`src/rtl/acc_cpu_pkg.sv`:
```
// Shared definitions for the 32-bit accumulator CPU: word width, io_signals bit map
// and two's-complement helpers.
package acc_cpu_pkg;

    localparam int unsigned CPU_WIDTH  = 32;
    localparam int unsigned IO_IN_BIT  = 0;
    localparam int unsigned IO_OUT_BIT = 1;

    function automatic logic [CPU_WIDTH-1:0] twos_negate(input logic [CPU_WIDTH-1:0] x);
        return ~x + CPU_WIDTH'(1);
    endfunction

    // 0x8000_0000 maps onto itself: the magnitude is reported unsaturated
    function automatic logic [CPU_WIDTH-1:0] abs_val(input logic [CPU_WIDTH-1:0] x);
        return x[CPU_WIDTH-1] ? twos_negate(x) : x;
    endfunction

endpackage

```
`src/rtl/io_button_cond.sv`:
```
// Step button conditioning: synchronizer, optional debouncer, press/release pulse generator.
// Optional debouncer enabled by defining IO_LOGIC_DEBOUNCE_EN.
module io_button_cond #(
    parameter int unsigned SYNC_STAGES = 2
`ifdef IO_LOGIC_DEBOUNCE_EN
    ,
    parameter int unsigned DEBOUNCE_CYCLES = 50000
`endif
) (
    input  logic clock,
    input  logic reset,
    input  logic button,
    output logic subiu,
    output logic desceu
);

    logic [SYNC_STAGES-1:0] sync_q;
    logic                   btn_s;
    logic                   btn_lvl;
    logic                   btn_q;
    logic                   subiu_q;
    logic                   desceu_q;

    always_ff @(posedge clock or negedge reset) begin
        if (!reset) begin
            sync_q <= '0;
        end else begin
            sync_q <= {sync_q[SYNC_STAGES-2:0], button};
        end
    end

    assign btn_s = sync_q[SYNC_STAGES-1];

`ifdef IO_LOGIC_DEBOUNCE_EN
    localparam int unsigned CNT_W = (DEBOUNCE_CYCLES > 1) ? $clog2(DEBOUNCE_CYCLES) : 1;

    logic [CNT_W-1:0] cnt_q, cnt_d;
    logic             lvl_q, lvl_d;

    // Level flips only after btn_s has disagreed with it for DEBOUNCE_CYCLES straight cycles
    always_comb begin
        cnt_d = '0;
        lvl_d = lvl_q;
        if (btn_s != lvl_q) begin
            if (cnt_q == CNT_W'(DEBOUNCE_CYCLES - 1)) begin
                lvl_d = btn_s;
            end else begin
                cnt_d = cnt_q + CNT_W'(1);
            end
        end
    end

    always_ff @(posedge clock or negedge reset) begin
        if (!reset) begin
            cnt_q <= '0;
            lvl_q <= 1'b0;
        end else begin
            cnt_q <= cnt_d;
            lvl_q <= lvl_d;
        end
    end

    assign btn_lvl = lvl_q;
`else
    assign btn_lvl = btn_s;
`endif

    always_ff @(posedge clock or negedge reset) begin
        if (!reset) begin
            btn_q    <= 1'b0;
            subiu_q  <= 1'b0;
            desceu_q <= 1'b0;
        end else begin
            btn_q    <= btn_lvl;
            subiu_q  <= btn_lvl & ~btn_q;
            desceu_q <= ~btn_lvl & btn_q;
        end
    end

    assign subiu  = subiu_q;
    assign desceu = desceu_q;

endmodule

```
`src/rtl/io_logic.sv`:
```
// Processor I/O block: step-button pulses, switch-to-word conversion and display latch.
// Defining IO_LOGIC_DEBOUNCE_EN adds a debouncer on the step button.
module io_logic
    import acc_cpu_pkg::*;
#(
    parameter int unsigned WIDTH       = CPU_WIDTH,
    parameter int unsigned SYNC_STAGES = 2
`ifdef IO_LOGIC_DEBOUNCE_EN
    ,
    parameter int unsigned DEBOUNCE_CYCLES = 50000
`endif
) (
    input  logic             clock,
    input  logic             reset,
    input  logic [1:0]       io_signals,
    input  logic [WIDTH-1:0] out_value,
    input  logic             button,
    input  logic [WIDTH-1:0] in_data,
    input  logic             brk,
    output logic [WIDTH-1:0] input_wire,
    output logic             subiu,
    output logic             desceu,
    output logic [WIDTH-1:0] output_binary,
    output logic             negative
);

    logic [WIDTH-1:0] mag;
    logic [WIDTH-1:0] input_q, input_d;
    logic [WIDTH-1:0] out_bin_q, out_bin_d;
    logic             neg_q, neg_d;
    logic             unused_in;

    // IN strobe and the unused switch bits are consumed elsewhere
    assign unused_in = ^{io_signals[IO_IN_BIT], in_data[WIDTH-2:16]};

    io_button_cond #(
        .SYNC_STAGES    (SYNC_STAGES)
`ifdef IO_LOGIC_DEBOUNCE_EN
        ,
        .DEBOUNCE_CYCLES(DEBOUNCE_CYCLES)
`endif
    ) u_button (
        .clock (clock),
        .reset (reset),
        .button(button),
        .subiu (subiu),
        .desceu(desceu)
    );

    assign mag = WIDTH'(in_data[15:0]);

    // Input word tracks the switches every cycle; display latches on OUT or while halted
    always_comb begin
        input_d   = in_data[WIDTH-1] ? twos_negate(mag) : mag;
        out_bin_d = out_bin_q;
        neg_d     = neg_q;
        if (brk || io_signals[IO_OUT_BIT]) begin
            neg_d     = out_value[WIDTH-1];
            out_bin_d = abs_val(out_value);
        end
    end

    always_ff @(posedge clock or negedge reset) begin
        if (!reset) begin
            input_q   <= '0;
            out_bin_q <= '0;
            neg_q     <= 1'b0;
        end else begin
            input_q   <= input_d;
            out_bin_q <= out_bin_d;
            neg_q     <= neg_d;
        end
    end

    assign input_wire    = input_q;
    assign output_binary = out_bin_q;
    assign negative      = neg_q;

endmodule

```
`config.mk`:
```
export PLATFORM = sky130hd
export DESIGN_NAME = io_logic
export DESIGN_NICKNAME = d
export VERILOG_FILES = /design/src/rtl/acc_cpu_pkg.sv /design/src/rtl/io_button_cond.sv /design/src/rtl/io_logic.sv
export SDC_FILE = /design/constraint.sdc
export NUM_CORES = 1
export LEC_CHECK = 0
export ABC_CLOCK_PERIOD_IN_PS = 800
export CAP_MARGIN = 20
export CORE_ASPECT_RATIO = 1.25
export CORE_MARGIN = 8
export CORE_UTILIZATION = 30
export CTS_BUF_LIST = sky130_fd_sc_hd__clkbuf_4
export DETAILED_ROUTE_END_ITERATION = 12
export PLACE_DENSITY = 0.58
export SLEW_MARGIN = 10
export SYNTH_ARGS = -nofsm -noshare
export SYNTH_HDL_FRONTEND = slang
export SYNTH_HIERARCHICAL = 1
export SYNTH_SLANG_ARGS = --single-unit
```
`constraint.sdc`:
```
create_clock -name clock -period 0.8 [get_ports clock]
set_input_delay 0.24 -clock clock [delete_from_list [all_inputs] [get_ports clock]]
set_output_delay 0.24 -clock clock [all_outputs]
set_load 0.02 [all_outputs]
```
==> results of run 1 <==
[timing repair]
item / CTS / global route
gates cloned: 2 / 0
hold buffers: 1 / 1
endpoints found under the hold margin: 69 / 1
endpoints found under the setup margin: 129 / 121
pin swaps: 61 / 63
setup buffers: 18 / 25
gates resized for setup: 637 / 76
[worst register-to-register path, stage by stage (launching register included)]
cell,delay [ns]
sky130_fd_sc_hd__dfrtp_1,0.42
sky130_fd_sc_hd__buf_4,0.14
sky130_fd_sc_hd__buf_4,0.12
sky130_fd_sc_hd__nand2_1,0.05
sky130_fd_sc_hd__nand2_1,0.05
[state kept, by name, summed over array words and instances (netlist names)]
register         count
u_button/subiu       1
output_binary       32
input_wire          31
u_button/sync_q      2
u_button/desceu      1
u_button/btn_q       1
negative             1
[metal layers]
metal / global-route usage, % / routed length (um)
met5: 0 / 0
met4: 6.48 / 129
met3: 5.63 / 953
met1: 17.3 / 4270
met2: 28.8 / 6330
[how the worst max path moves through the flow]
stage / start / to / slack [ns] / cells after the start
2_1_floorplan: in_data[10] / input_wire[15] / -1.29 / 8
3_3_place_gp: out_value[18] / output_binary[27] / -1.67 / 7
6_report: out_value[17] / output_binary[25] / -0.89 / 7
5_1_grt: out_value[17] / output_binary[25] / -0.92 / 7
3_5_place_dp: out_value[18] / output_binary[29] / -1.70 / 7
4_1_cts: out_value[17] / output_binary[30] / -0.96 / 7
[synth_stat cells, types with 3 or more instances]
master                      n  area share (%)
sky130_fd_sc_hd__buf_4      4            0.93
sky130_fd_sc_hd__o41ai_1    5             1.4
sky130_fd_sc_hd__nor2_1    10             1.2
sky130_fd_sc_hd__nor4_1     5            0.97
sky130_fd_sc_hd__o21a_1     7             1.6
sky130_fd_sc_hd__xnor2_1   13             3.5
sky130_fd_sc_hd__a21oi_1    6            0.93
sky130_fd_sc_hd__ha_1       3             1.2
sky130_fd_sc_hd__o31ai_1   14             3.3
sky130_fd_sc_hd__clkbuf_1  11             1.3
sky130_fd_sc_hd__nand2_1   52             6.1
sky130_fd_sc_hd__or3_1      4            0.78
sky130_fd_sc_hd__o21ai_0   32             5.0
sky130_fd_sc_hd__or4_1      3            0.70
sky130_fd_sc_hd__o21ai_1    5            0.78
sky130_fd_sc_hd__nor3_1     4            0.62
sky130_fd_sc_hd__dfrtp_1   69              54
sky130_fd_sc_hd__nor2b_1    3            0.58
sky130_fd_sc_hd__xor2_1    29             7.9
sky130_fd_sc_hd__nand3_1    5            0.78
sky130_fd_sc_hd__inv_1      7            0.82
[final cells by class]
cell class              count  area [sq um]  share of cell area [%]
repair buffers            247          2450                    36.9
multi-input cells         217          2080                    31.3
flip-flops and latches     69          1730                    26.1
well taps                 132           165                    2.49
clock inverters             7          97.6                    1.47
clock buffers               9          67.6                    1.02
inverters                   7          48.8                   0.736
[cell families (layout without fill, tap and decap cells)]
kind of cell | after synthesis | after routing | synth area share (%)
compound gates | 73 | 73 | 14.8
xor+xnor | 42 | 42 | 11.4
fa+ha+maj | 3 | 3 | 1.17
buf+inv | 24 | 270 | 3.50
flops | 69 | 69 | 53.7
mux | 1 | 1 | 0.312
simple gates | 98 | 98 | 15.0
[metrics by stage]
stage               TNS, ns  hold WS, ns  std cells  setup WS, ns
floorplan            -36.18      -0.0556        310         -1.29
global placement     -97.88        0.110        634         -1.67
detailed placement   -98.93        0.108        634         -1.70
CTS                  -53.35      0.00928        671        -0.962
global route         -54.08       0.0736        688        -0.921
finish               -49.50       0.0836        688        -0.890
[power breakdown]
part	switching, mW	leakage, nW	internal [mW]
Clock	1.41	0.0846	1.28
Sequential	0.223	0.806	3.82
Combinational	1.47	2.09	1.61
[cells in the final DEF, fill, tap and decap left out, types with 8 or more instances in the layout]
| cell type | instances |
|---|---|
| sky130_fd_sc_hd__o21ai_1 | 24 |
| sky130_fd_sc_hd__o31ai_4 | 15 |
| sky130_fd_sc_hd__clkdlybuf4s50_1 | 8 |
| sky130_fd_sc_hd__buf_4 | 82 |
| sky130_fd_sc_hd__xor2_1 | 29 |
| sky130_fd_sc_hd__xnor2_1 | 12 |
| sky130_fd_sc_hd__nand2_1 | 34 |
| sky130_fd_sc_hd__buf_2 | 13 |
| sky130_fd_sc_hd__clkbuf_4 | 9 |
| sky130_fd_sc_hd__buf_6 | 116 |
| sky130_fd_sc_hd__dfrtp_1 | 68 |
| sky130_fd_sc_hd__nand2_2 | 13 |
==> impl_summary.md, run 1 <==
Worst setup path
The critical path goes through buf_6, or4_4, or4_4, buf_6, o41ai_4, xor2_1, o21ai_1. The critical setup path kind is in -> reg. Grouping stages by cell kind, the critical path spends the most delay in simple AND/OR/NAND/NOR gates. The endpoint identified for the worst register-to-register timing path is negative. The worst-case reg-to-reg path depth is 4. The top fanout value on the critical path is 3. The combined buffer and inverter count along the critical path is 2.

The critical path launch point type is a primary input. At the worst endpoint, the arrival time is ~2 ns. The data required time of the critical path is 1.12 ns. Setup slack on the worst reg-to-reg path comes out at -0.07 ns. In this design, the stage delay of the slowest critical-path cell is 0.55 ns. The startpoint of the most critical register-to-register path is negative. The slowest stage of the critical path is the sky130_fd_sc_hd__or4_4 cell. The worst setup path is captured at a flip-flop.

GRT
The wire length of the first global-routing pass is 18.4 mm. Entering global routing, the biggest net connects 23 pins. The global-route usage over all layers is approximately 16%. The number of antenna violations at the first check in global routing is 0.

The via count of the first global-routing pass was about 3500. The total overflow left after global routing is 0.

Detailed routing
After detailed routing, the number of remaining DRC violations is 0. The via density per instance is 4.67. The detail-routed net length per standard cell is around 17 um. After the first detailed-routing iteration, the DRC count stood at 47. The residual antenna-violating net count after detailed routing is 0. For this block, the routed nets add up to 11.7 mm of wire. The number of search-and-repair iterations in the first detailed-routing pass is 4.

The total via count after detailed routing is 3215.

Placement
The congestion estimate from routability-driven global placement came to 0.811. The instance area after placement is 0.00555 sq mm. The placed wire-length estimate is 8.27 mm. The count of input and output buffers is 120.

Worst hold path
The path class of the tightest hold or removal check is in -> reg. The number of stages on the worst hold path is 3. The worst hold path terminates at input_wire[10]. The start point of the worst min-delay path is in_data[10].

Synth
Yosys printed 6 warnings. The most used flip-flop cell after synthesis is sky130_fd_sc_hd__dfrtp_1. The synthesized design contains 0 enable-type register cells.

Synthesis inferred 69 register bits. Counting every net in the synthesized netlist gives 383. Yosys mapped the design onto 36 distinct sky130hd cell types. In the synthesized netlist, the number of instances is 310. The netlist area before placement is 0.00321 sq mm. After synthesis, the share of flip-flops with an asynchronous set or reset is 100%. The average instance area after synthesis is 10.4 sq um. The post-synthesis sequential area ratio is 53.7%.

Final layout
The post-route netlist has about three fifths of its cells at a drive strength greater than 1. The antenna diode count is 0. After the last flow step, the layout net total stands at 624. The final design instance area without fill is 0.00663 sq mm. For this run, the share of the core covered by cells in the final layout is 63.1%.

The synthesis-to-layout area growth is 106%. The number of fillers in the final layout is 825.

Clocking
TritonCTS built the clock tree. Clock-pin slew was measured on the worst setup and hold paths at between 0.1 and 0.15 ns. The tree built by TritonCTS fans out to 69 sinks. The H-tree was split into 3 levels. The clock latency on the worst-skew pair is 0.42 ns.

The root buffer selected by CTS is sky130_fd_sc_hd__clkbuf_4. The number of CTS-inserted buffers is 9. The clock tree buffer depth is 2.

Die
The die is 109 um wide. The die covers 0.0143 sq mm. The number of top-level design ports is 137. The cell row count is 42. The area of the core is 0.0105 sq mm. The chip height is 132 um. The initial utilization of the core area, before any placement, comes to 30.6%.

Power and ir drop
For this design the ratio of total power to cell area is between 1000 and 1500 mW/mm^2. VDD sags by at most 0.816 mV. Summing internal, switching and leakage power gives 9.82 mW. In this run the static leakage power is 2.98 nW.

STA
The final critical-path setup slack is -0.890 ns. The portion of the clock cycle consumed by the worst path in the final layout is 211%. Timing would allow up to 592 MHz. Setup violations remaining at the end of the flow were counted as 119.

The final count of hold timing violations is 0. The number of max-slew violations in the final report came to 0. Subtracting the final worst setup slack from the clock period gives 1.69 ns. Setup repair after global routing could not meet its margin everywhere. The final worst clock skew is just under 0.0008 ns. The transition time of the tightest slew-check pin is 0.321 ns.

Measured against its own limit, the worst slew margin works out to roughly four fifths.

Status
The flow ran to the end, but the final reports show violations. The checks that failed: setup timing.

Run
The tool flagged a number of max-cap violations equal to 0.
No activity file was read; power rests on OpenSTA's default activity.
==> inputs of run 2 (changes only) <==
--- a/config.mk
+++ b/config.mk
@@ -13,6 +13,7 @@
 export CTS_BUF_LIST = sky130_fd_sc_hd__clkbuf_4
 export DETAILED_ROUTE_END_ITERATION = 12
 export PLACE_DENSITY = 0.58
+export SKIP_LAST_GASP = 1
 export SLEW_MARGIN = 10
 export SYNTH_ARGS = -nofsm -noshare
 export SYNTH_HDL_FRONTEND = slang
==> impl_summary.md, run 2 (synthesis gave the netlist of run 1 again) <==
Final layout
The number of fillers in the final layout came to 828 (+0.36%). The number of flip-flops under the largest register name is 32 (unchanged). The area of combinational cells with multiple inputs is 0.00207 sq mm (-0.42%). The net total in the final layout is 623 (-0.16%). Relative to the synthesized area, the layout overhead comes to 105%.

The share of cells above drive strength 1 came to 59.8% (-0.072 points). The top cell types in the final layout, fill and taps aside, are sky130_fd_sc_hd__buf_6 (113), sky130_fd_sc_hd__buf_4 (86), sky130_fd_sc_hd__dfrtp_1 (68). Leaving out fill and tap cells, the most frequent cell in the layout is sky130_fd_sc_hd__buf_6. The register area is 0.00173 sq mm (unchanged). The antenna diode count is 0 (unchanged). The filler-free cell count of the finished design is 687 (-0.15%).

STA
Setup repair after global routing could not meet its margin everywhere. The transition time of the tightest slew-check pin is 0.332 ns (+0.0104 ns). The worst relative slew slack is 77.9% (-0.70 points). The final critical-path setup slack is -0.910 ns (-0.0201 ns).

The final setup violation count came to 119 (unchanged). The final count of hold timing violations came to 0 (unchanged). The final worst clock skew was 0.000925 ns (+0.000156 ns). The minimum period implied by the final worst setup slack came to 1.71 ns (+0.0201 ns). The number of max-slew violations in the final report is 0 (unchanged).

The portion of the clock cycle consumed by the worst path in the final layout is 214% (+2.5 points). The achievable frequency came to 585 MHz (-1.2%). The worst slack on hold paths is 0.0511 ns (-0.0325 ns).

Clocking
The H-tree depth came to 3 (unchanged). The number of sinks driven by the clock tree came to 69 (unchanged). The clock tree from TritonCTS is built.

The clock-pin transition on the worst setup and hold timing paths is 0.11 ns (about the same). The clock tree buffer depth is 2 (unchanged). The clock latency on the worst-skew pair was 0.41 ns (about the same). CTS placed an instance of sky130_fd_sc_hd__clkbuf_4 at the clock tree root. The number of CTS-inserted buffers is 9 (unchanged).

Worst hold path
The start point of the worst min-delay path is in_data[0]. The class of the most critical hold timing path is in -> reg. The number of stages on the worst hold path is 2 (-1).

The sink of the worst hold path is input_wire[0].

Worst setup path
The startpoint of the most critical register-to-register path is negative. By startpoint and endpoint, the worst setup path is classified as in -> reg. The critical path endpoint category is a flip-flop. The combined buffer and inverter count along the critical path was 1 (-1). The worst register-to-register path ends at negative. Broken down by cell family, the worst path's largest delay share belongs to simple AND/OR/NAND/NOR gates. The cell at the slowest stage of the critical path is sky130_fd_sc_hd__or4_4. The reg-to-reg setup timing slack is -0.07 ns (about the same). The arrival time of data at the critical path endpoint is 2.02 ns (about the same). The worst-case reg-to-reg path depth is 4 (unchanged). The top fanout value on the critical path is 3 (unchanged). The data required time of the critical path came to 1.10 ns (-0.02 ns). The largest stage delay on the critical path was 0.56 ns (about the same). The signal on the critical path passes through buf_6, or4_4, or3_4, or2_4, nor3_4, ha_4, nand2_1, o21ai_1. The critical path launch point type is a primary input.

Die
The chip height is 132 um (unchanged). The overall die width is 109 um (unchanged). The cell row count is 42 (unchanged). The area of the core is 0.0105 sq mm (unchanged). The die outline area came to 0.0143 sq mm (unchanged). The number of top-level design ports is 137 (unchanged).

The starting density of the core is 30.6% (unchanged).

GRT
The wire length of the first global-routing pass is 18.5 mm (+0.71%). The total overflow reported by the global router is 0 (unchanged). The global-route usage over all layers is 16.5% (+0.11 points).

The via count of the first global-routing pass is 3563 (+0.59%). The largest net degree at the start of global routing is 23 (unchanged). The number of antenna violations at the first check in global routing is 0 (unchanged).

Detailed routing
The total wire length was 11.7 mm (about the same). The DRC violation count after routing came to 0 (unchanged). The number of search-and-repair iterations in the first detailed-routing pass is 4 (unchanged). The total via count after detailed routing is 3235 (+0.62%). The via density per instance was 4.71 (+0.77%). The detail-routed net length per standard cell is 17.0 um (+0.24%). The violation count after the first detailed-routing iteration is 54 (+15%).

The residual antenna-violating net count after detailed routing is 0 (unchanged).

Power and ir drop
The share of power burned in the clock network is 27.4% (about the same). The internal power is 6.70 mW (-0.23%). The overall power is 9.79 mW (-0.39%). The part of the power in registers is 41.3% (+0.2 points). The static power due to leakage is 2.95 nW (-0.83%). The power density over the cells is 1480 mW/mm^2 (+0.21%). The power share of the combinational group is 31.3% (about the same). The switching power is 3.09 mW (-0.75%). The switching fraction of total power was 31.5% (-0.11 points). The maximum vdd ir drop is 0.818 mV (+0.23%).

Status
The run finished, with violations left. The final reports fail on setup timing.

Placement
The placer's final routability congestion estimate came to 0.811 (unchanged). The placed wire-length estimate was 8.27 mm (unchanged). The total instance count after detailed placement was 634 (unchanged).

The count of input and output buffers came to 120 (unchanged).

Run
The number of max-capacitance violations reported was 0 (unchanged).
[run 2: cell types whose count changed in the layout (fill, tap and decap cells not counted), moves of 2 or more]
cell | before | now
sky130_fd_sc_hd__o21ai_0 | 3 | 5
sky130_fd_sc_hd__o21ai_1 | 24 | 22
sky130_fd_sc_hd__clkbuf_2 | 4 | 10
sky130_fd_sc_hd__buf_2 | 13 | 7
sky130_fd_sc_hd__nand2_1 | 34 | 36
sky130_fd_sc_hd__buf_6 | 116 | 113
sky130_fd_sc_hd__buf_4 | 82 | 86
[run 2: power by group through the flow]
stage	clock network, mW	logic (mW)	registers (mW)
after global placement	0	2.62	4.03
after global routing	2.95	3.27	4.08
after CTS	2.78	2.92	4.04
after detailed placement	0	2.65	4.04
final	2.68	3.06	4.04
after floorplan	0	0.634	4.44
[run 2: layer usage]
layer  track usage [%]  vias up  routed length, um
met3              5.72       22                985
met4              6.86        0                238
met1              17.4     1547               4220
li1                  -     1566                  -
met5                 0        -                  0
met2              28.8      100               6240
[run 2: metrics by stage]
stage               worst slack [ns]  setup TNS [ns]  utilization [%]  instance area [sq um]
finish                        -0.910          -50.66             62.7                   6590
detailed placement             -1.70          -98.93             52.8                   5550
CTS                           -0.962          -53.84             59.6                   6260
floorplan                      -1.29          -36.18                -                   3610
global route                  -0.910          -55.77             62.7                   6590
global placement               -1.67          -97.88             52.8                   5550
[run 2: worst reg2reg max path, stage by stage, from the launching register on]
cell	delay, ns
sky130_fd_sc_hd__dfrtp_1	0.42
sky130_fd_sc_hd__buf_4	0.14
sky130_fd_sc_hd__buf_4	0.12
sky130_fd_sc_hd__nand2_1	0.05
sky130_fd_sc_hd__nand2_1	0.05
[run 2: layout make-up]
type	count	area share [%]
Clock inverter	7	1.48
Inverter	7	0.702
Timing Repair Buffer	246	36.7
Sequential cell	69	26.2
Clock buffer	9	1.03
Tap cell	132	2.51
Multi-Input combinational cell	217	31.4
[run 2: timing repair]
| item | in CTS | in global routing |
|---|---|---|
| buffers inserted | 18 | 25 |
| hold buffers | 1 | 0 |
| endpoints found under the setup margin | 129 | 122 |
| cloned | 2 | 0 |
| gates resized for setup | 597 | 100 |
| endpoints found under the hold margin | 69 | 0 |
| pin swaps | 61 | 73 |
[run 2: worst max-delay path by stage]
| stage | slack, ns | startpoint | endpoint | cells after the start |
|---|---|---|---|---|
| 4_1_cts | -0.96 | out_value[17] | output_binary[30] | 7 |
| 3_5_place_dp | -1.70 | out_value[18] | output_binary[29] | 7 |
| 2_1_floorplan | -1.29 | in_data[10] | input_wire[15] | 8 |
| 5_1_grt | -0.91 | in_data[8] | input_wire[15] | 8 |
| 6_report | -0.91 | in_data[8] | input_wire[15] | 8 |
| 3_3_place_gp | -1.67 | out_value[18] | output_binary[27] | 7 |
